[src/rtl/uart_pkg.sv]
// uart_pkg: shared UART constants, receiver state encoding and bit-timing helper
package uart_pkg;
  localparam int CLKS_PER_BIT_DEFAULT = 5208;
  typedef enum logic [2:0] {
    IDLE  = 3'd0,
    START = 3'd1,
    DATA  = 3'd2,
    STOP  = 3'd3,
    BREAK = 3'd4
  } rx_state_e;
  function automatic int half_bit(input int clks_per_bit);
    return clks_per_bit / 2;
  endfunction
endpackage

[src/rtl/uart_rx_if.sv]
// uart_rx_if: serial line in, received byte and status strobes out
interface uart_rx_if;
  logic       in_rx;
  logic [7:0] data_received;
  logic       done;
  logic       frame_error;
  logic       busy;
  modport master (output in_rx, input data_received, done, frame_error, busy);
  modport slave  (input in_rx, output data_received, done, frame_error, busy);
endinterface

[src/rtl/sync_2ff.sv]
// sync_2ff: 1-bit two-flop synchronizer that resets to 1 (idle-high pins)
module sync_2ff (
  input  logic clk,
  input  logic rst_n,
  input  logic d,
  output logic q
);
  logic meta_q;
  always_ff @(posedge clk or negedge rst_n) begin
    if (!rst_n) begin
      meta_q <= 1'b1;
      q      <= 1'b1;
    end else begin
      meta_q <= d;
      q      <= meta_q;
    end
  end
endmodule

[src/rtl/uart_rx.sv]
// uart_rx: 8N1 receiver sampling each bit once at its centre
module uart_rx
  import uart_pkg::*;
#(
  parameter int CLKS_PER_BIT = CLKS_PER_BIT_DEFAULT
) (
  input logic      clk,
  input logic      rst_n,
  uart_rx_if.slave rx_if
);
  localparam int CW = $clog2(CLKS_PER_BIT);
  localparam logic [CW-1:0] HALF_M1 = CW'(half_bit(CLKS_PER_BIT) - 1);
  localparam logic [CW-1:0] LAST    = CW'(CLKS_PER_BIT - 1);
  logic          rx_s;
  rx_state_e     state_q;
  logic [CW-1:0] cnt_q;
  logic [2:0]    idx_q;
  logic [7:0]    shift_q;
  logic [7:0]    data_q;
  logic          done_q;
  logic          ferr_q;
  logic          busy_q;
  sync_2ff u_sync (
    .clk   (clk),
    .rst_n (rst_n),
    .d     (rx_if.in_rx),
    .q     (rx_s)
  );
  always_ff @(posedge clk or negedge rst_n) begin
    if (!rst_n) begin
      state_q <= IDLE;
      cnt_q   <= '0;
      idx_q   <= '0;
      shift_q <= '0;
      data_q  <= '0;
      done_q  <= 1'b0;
      ferr_q  <= 1'b0;
      busy_q  <= 1'b0;
    end else begin
      done_q <= 1'b0;
      ferr_q <= 1'b0;
      case (state_q)
        IDLE: begin
          cnt_q <= '0;
          idx_q <= '0;
          if (!rx_s) begin
            state_q <= START;
            busy_q  <= 1'b1;
          end
        end
        START: begin
          if (cnt_q == HALF_M1) begin
            cnt_q   <= '0;
            state_q <= rx_s ? IDLE : DATA;
            busy_q  <= !rx_s;
          end else begin
            cnt_q <= cnt_q + CW'(1);
          end
        end
        DATA: begin
          if (cnt_q == LAST) begin
            cnt_q          <= '0;
            shift_q[idx_q] <= rx_s;
            idx_q          <= idx_q + 3'd1;
            if (idx_q == 3'd7) state_q <= STOP;
          end else begin
            cnt_q <= cnt_q + CW'(1);
          end
        end
        STOP: begin
          if (cnt_q == LAST) begin
            cnt_q   <= '0;
            state_q <= rx_s ? IDLE : BREAK;
            busy_q  <= !rx_s;
            done_q  <= rx_s;
            ferr_q  <= !rx_s;
            if (rx_s) data_q <= shift_q;
          end else begin
            cnt_q <= cnt_q + CW'(1);
          end
        end
        // a held-low line stays here so it is not decoded as repeated frames
        BREAK: begin
          if (rx_s) begin
            state_q <= IDLE;
            busy_q  <= 1'b0;
          end
        end
        default: begin
          state_q <= IDLE;
          cnt_q   <= '0;
          busy_q  <= 1'b0;
        end
      endcase
    end
  end
  assign rx_if.data_received = data_q;
  assign rx_if.done          = done_q;
  assign rx_if.frame_error   = ferr_q;
  assign rx_if.busy          = busy_q;
endmodule

[src/flat_wrapper.sv]
// flat-port wrapper written by rule: the top's interface ports become plain ports
module uart_rx_flat import uart_pkg::*;
#(
  parameter int CLKS_PER_BIT = CLKS_PER_BIT_DEFAULT
)
  (clk, rst_n, rx_if_in_rx, rx_if_data_received, rx_if_done, rx_if_frame_error, rx_if_busy);
  uart_rx_if rx_if_i ();
  input logic clk;
  input logic rst_n;
  input wire logic [$bits(rx_if_i.in_rx)-1:0] rx_if_in_rx;
  output wire logic [$bits(rx_if_i.data_received)-1:0] rx_if_data_received;
  output wire logic [$bits(rx_if_i.done)-1:0] rx_if_done;
  output wire logic [$bits(rx_if_i.frame_error)-1:0] rx_if_frame_error;
  output wire logic [$bits(rx_if_i.busy)-1:0] rx_if_busy;
  assign rx_if_i.in_rx = rx_if_in_rx;
  assign rx_if_data_received = rx_if_i.data_received;
  assign rx_if_done = rx_if_i.done;
  assign rx_if_frame_error = rx_if_i.frame_error;
  assign rx_if_busy = rx_if_i.busy;
  uart_rx #(.CLKS_PER_BIT(CLKS_PER_BIT)) u_core (.clk(clk), .rst_n(rst_n), .rx_if(rx_if_i));
endmodule
[config.mk]
export PLATFORM = sky130hd
export DESIGN_NAME = uart_rx_flat
export DESIGN_NICKNAME = d
export VERILOG_FILES = /design/src/rtl/uart_pkg.sv /design/src/rtl/uart_rx_if.sv /design/src/rtl/sync_2ff.sv /design/src/rtl/uart_rx.sv /design/src/flat_wrapper.sv
export SDC_FILE = /design/constraint.sdc
export NUM_CORES = 1
export LEC_CHECK = 0
export CAP_MARGIN = 30
export CORE_MARGIN = 10
export CORE_UTILIZATION = 55
export CTS_CLUSTER_SIZE = 10
export DETAILED_ROUTE_END_ITERATION = 16
export HOLD_SLACK_MARGIN = 0.05
export MAX_ROUTING_LAYER = met4
export PLACE_DENSITY = 0.75
export SKIP_LAST_GASP = 1
export SLEW_MARGIN = 20
export SYNTH_ARGS = -nofsm -noshare
export SYNTH_HDL_FRONTEND = slang
export SYNTH_HIERARCHICAL = 1
export SYNTH_SLANG_ARGS = --single-unit
export TNS_END_PERCENT = 30
[constraint.sdc]
create_clock -name clk -period 6.2 [get_ports clk]
set_clock_uncertainty 0.2 [all_clocks]
set_input_delay 0.62 -clock clk [delete_from_list [all_inputs] [get_ports clk]]
set_output_delay 0.62 -clock clk [all_outputs]
set_load 0.01 [all_outputs]
==> results.sh <==
export IMPL_cpLargestDelayFamily="compound AO/OA/AOI/OAI gates"
export IMPL_worst_setup_path_start_kind="flop"
export IMPL_syn_area_sq_um=2059
export IMPL_antenna_left=0
export IMPL_power_density_nw_per_um2=209.6
export IMPL_nets=218
export IMPL_drt_iter0_drc=191
export IMPL_area_delta_synth_final_pct=12.88
export IMPL_dp_cells=253
export IMPL_grt_pass1_wl_um=7258
export IMPL_synth_xor_area_share_pct=1.276
export IMPL_synth_cell_types=40
export IMPL_grt_usage_pct=14.21
export IMPL_clk_transition_reported_paths_ps=80
export IMPL_fin_crit_sh_pct=41.97
export IMPL_max_clock_path_buffers=2
export IMPL_ys_seq_area_share_pct=48.72
export IMPL_seqCellArea_sq_um=1003
export IMPL_coreArea_sq_um=3633
export IMPL_cap_violations=0
export IMPL_diodes=0
export IMPL_slew_limit_headroom_pct=35.50
export IMPL_netlist_instances=201
export IMPL_cts_sinks=40
export IMPL_max_freq_ghz=0.3843
export IMPL_path_max_fanout=16
export IMPL_crit_buf_inv=0
export IMPL_start_util_pct=56.68
export IMPL_grt_max_degree=41
export IMPL_slowest_stage="a311oi_2"
export IMPL_finalHoldViolations=0
export IMPL_grt_pass1_vias=1460
export IMPL_root_buffer="clkbuf_8"
export IMPL_path_class="flop to flop"
export IMPL_die_w_um=81.19
export IMPL_multi_input_area_sq_um=965.9
export IMPL_dr_total_vias=1567
export IMPL_max_stage_delay_ps=860
export IMPL_vdd_ir_drop_max_uv=180.3
export IMPL_finalSetupTns_ps=0
export IMPL_dp_hpwl_um=2882
export IMPL_die_area_sq_um=6592
export IMPL_cp_arrival_ps=2610
export IMPL_end_kind="flop"
export IMPL_worstMarginPinSlew_ps=967.6
export IMPL_synth_top_family_by_area="simple AND/OR/NAND/NOR gates"
export IMPL_fin_crit_ps=2602
export IMPL_fin_cells=261
export IMPL_syn_num_nets=207
export IMPL_ys_warn_count=6
export IMPL_cp_required_ps=6210
export IMPL_wl_per_cell_um=16.39
export IMPL_fillers=303
export IMPL_synth_simple_area_share_pct=20.90
export IMPL_leakagePower_nw=0.9711
export IMPL_antenna_found_initial=0
export IMPL_drive_above_1_share_pct=16.43
export IMPL_post_route_util_pct=63.98
export IMPL_cts_resized_gates=0
export IMPL_io_buffers=13
export IMPL_cts_setup_buffers=0
export IMPL_drt_pass1_iter_count=5
export IMPL_dieHeight_um=81.19
export IMPL_clk_latency_ps=300
export IMPL_hold_path_class="flop to flop"
export IMPL_syn_area_per_cell_sq_um=10.25
export IMPL_ys_ff_latch=40
export IMPL_synthMuxAreaShare_pct=9.295
export IMPL_rows=22
export IMPL_status="finished, final reports clean"
export IMPL_cts_tree="done"
export IMPL_setup_violations=0
export IMPL_synth_compound_area_share_pct=13.61
export IMPL_rsz0062_at_grt="no"
export IMPL_numCtsBuffers=5
export IMPL_wl_um=4278
export IMPL_yosys_area_share_adder_pct=1.823
export IMPL_viasPerCell=6.004
export IMPL_cp_cell_sequence="ha_1 -> nor4b_1 -> a311oi_2 -> nor2_1 -> o211ai_1"
export IMPL_grt_overflow_total=0
export IMPL_slew_viol_final=0
export IMPL_gp_congestion=0.9034
export IMPL_drcViolationCount=0
export IMPL_ios=14
export IMPL_ctsHoldBuffers=0
export IMPL_htree_levels=2
==> per-stage QoR <==
| stage | area, sq um | total power, W | worst slack [ps] | hold WS [ps] |
|---|---|---|---|---|
| floorplan | 2059 | 0.0002692 | 4212 | 124.4 |
| global route | 2325 | 0.0005051 | 3428 | 165.8 |
| finish | 2325 | 0.0004872 | 3598 | 161.7 |
| CTS | 2325 | 0.0004924 | 3660 | 163.7 |
| global placement | 2200 | 0.0002754 | 3538 | 149.4 |
| detailed placement | 2210 | 0.0002758 | 3671 | 147.8 |
==> layout make-up <==
type / instances / share of cell area (%)
flip-flops and latches: 40 / 43.16
clock inverters: 3 / 1.991
well taps: 48 / 2.583
clock buffers: 5 / 2.960
inverters: 10 / 1.615
repair buffers: 15 / 6.136
multi-input cells: 140 / 41.55
==> registers in the layout (all words and copies together), names as in the netlist <==
register / count
u_core/rx_if.data_received: 8
u_core/cnt_q: 13
u_core/idx_q: 3
u_core/state_q: 3
u_core/rx_if.frame_error: 1
u_core/rx_if.busy: 1
u_core/u_sync/q: 1
u_core/u_sync/meta_q: 1
u_core/rx_if.done: 1
u_core/shift_q: 8
==> cell families after synthesis <==
logic type,after synthesis
mux,17
fa+ha+maj,3
flops,40
simple gates,76
xor+xnor,3
compound gates,41
buf+inv,21
==> metal layers <==
layer	wire length (um)	track usage [%]	share of wire, %	up-vias
met4	44	4.152	1.0	0
met5	0	-	0	-
met1	2026	18.98	47	745
met2	2006	20.86	47	46
li1	-	-	-	771
met3	201	3.422	4.7	5
==> cell usage after synthesis <==
cell	count	area share [%]
a2bb2oi_1	1	0.43
xnor2_1	3	1.3
o2111ai_1	1	0.43
dfstp_2	2	2.6
and4bb_1	1	0.61
a22o_1	2	0.85
clkbuf_1	7	1.3
inv_1	10	1.8
clkbuf_2	1	0.24
nor2_1	9	1.6
nand2b_1	1	0.30
buf_2	2	0.49
and3_1	1	0.30
a211oi_1	1	0.36
or2_2	1	0.30
and4bb_2	2	1.2
ha_1	3	1.8
o22a_1	1	0.43
or4_1	1	0.36
mux2_2	17	9.3
o21ai_0	11	2.7
a311oi_2	1	0.73
nand2_1	23	4.2
o31ai_1	2	0.73
a311oi_1	2	0.85
buf_6	1	0.55
o22ai_1	7	2.1
nand4_4	1	1.0
a21oi_1	4	0.97
nor4bb_1	2	0.97
nor3_1	4	0.97
nor4b_1	1	0.43
nor4_1	14	4.3
nor2b_1	3	0.91
nand4_1	4	1.2
nand3_1	6	1.5
nor3b_1	2	0.73
o31a_1	2	0.85
o211ai_1	6	2.2
dfrtp_1	38	46
==> layout by cell type (no fill, tap or decap), types with 2 or more instances in the layout <==
cell type	count
o211ai_1	6
o22ai_1	7
a311oi_1	2
nand2_1	23
nor2b_1	3
a22o_1	2
a21oi_1	4
nor2_1	9
nor4_1	14
nand3_1	6
o21ai_0	11
mux2_2	17
clkdlybuf4s50_1	12
nor3_1	4
inv_1	10
nand4_1	4
dfstp_2	2
dfrtp_1	38
and4bb_2	2
nor3b_1	2
xnor2_1	3
o31ai_1	2
ha_1	3
clkbuf_8	5
o31a_1	2
nor4bb_1	2
==> where the power goes <==
part	total [W]	internal [W]	switching (W)
Sequential	0.000264	0.000262	0.00000172
Clock	0.000217	0.000121	0.0000960
Combinational	0.00000647	0.00000124	0.00000523
Total	0.000487	0.000384	0.000103
==> worst paths after layout <==
check | start | end | slack, ps | depth (start not counted)
worst max-delay path | u_core/cnt_q[0]$_DFFE_PN0N_ | u_core/cnt_q[8]$_DFFE_PN0N_ | 3600 | 5
worst min-delay path | u_core/u_sync/meta_q$_DFF_PN1_ | u_core/u_sync/q$_DFF_PN1_ | 160 | 0
worst max register to register | u_core/cnt_q[0]$_DFFE_PN0N_ | u_core/cnt_q[8]$_DFFE_PN0N_ | 3600 | 5
worst min register to register | u_core/u_sync/meta_q$_DFF_PN1_ | u_core/u_sync/q$_DFF_PN1_ | 160 | 0
max in group asynchronous | rst_n | u_core/cnt_q[10]$_DFFE_PN0N_ | 5030 | 1
min in group asynchronous | rst_n | u_core/state_q[0]$_DFFE_PN0P_ | 230 | 1
(Power assumes the default switching activity.)
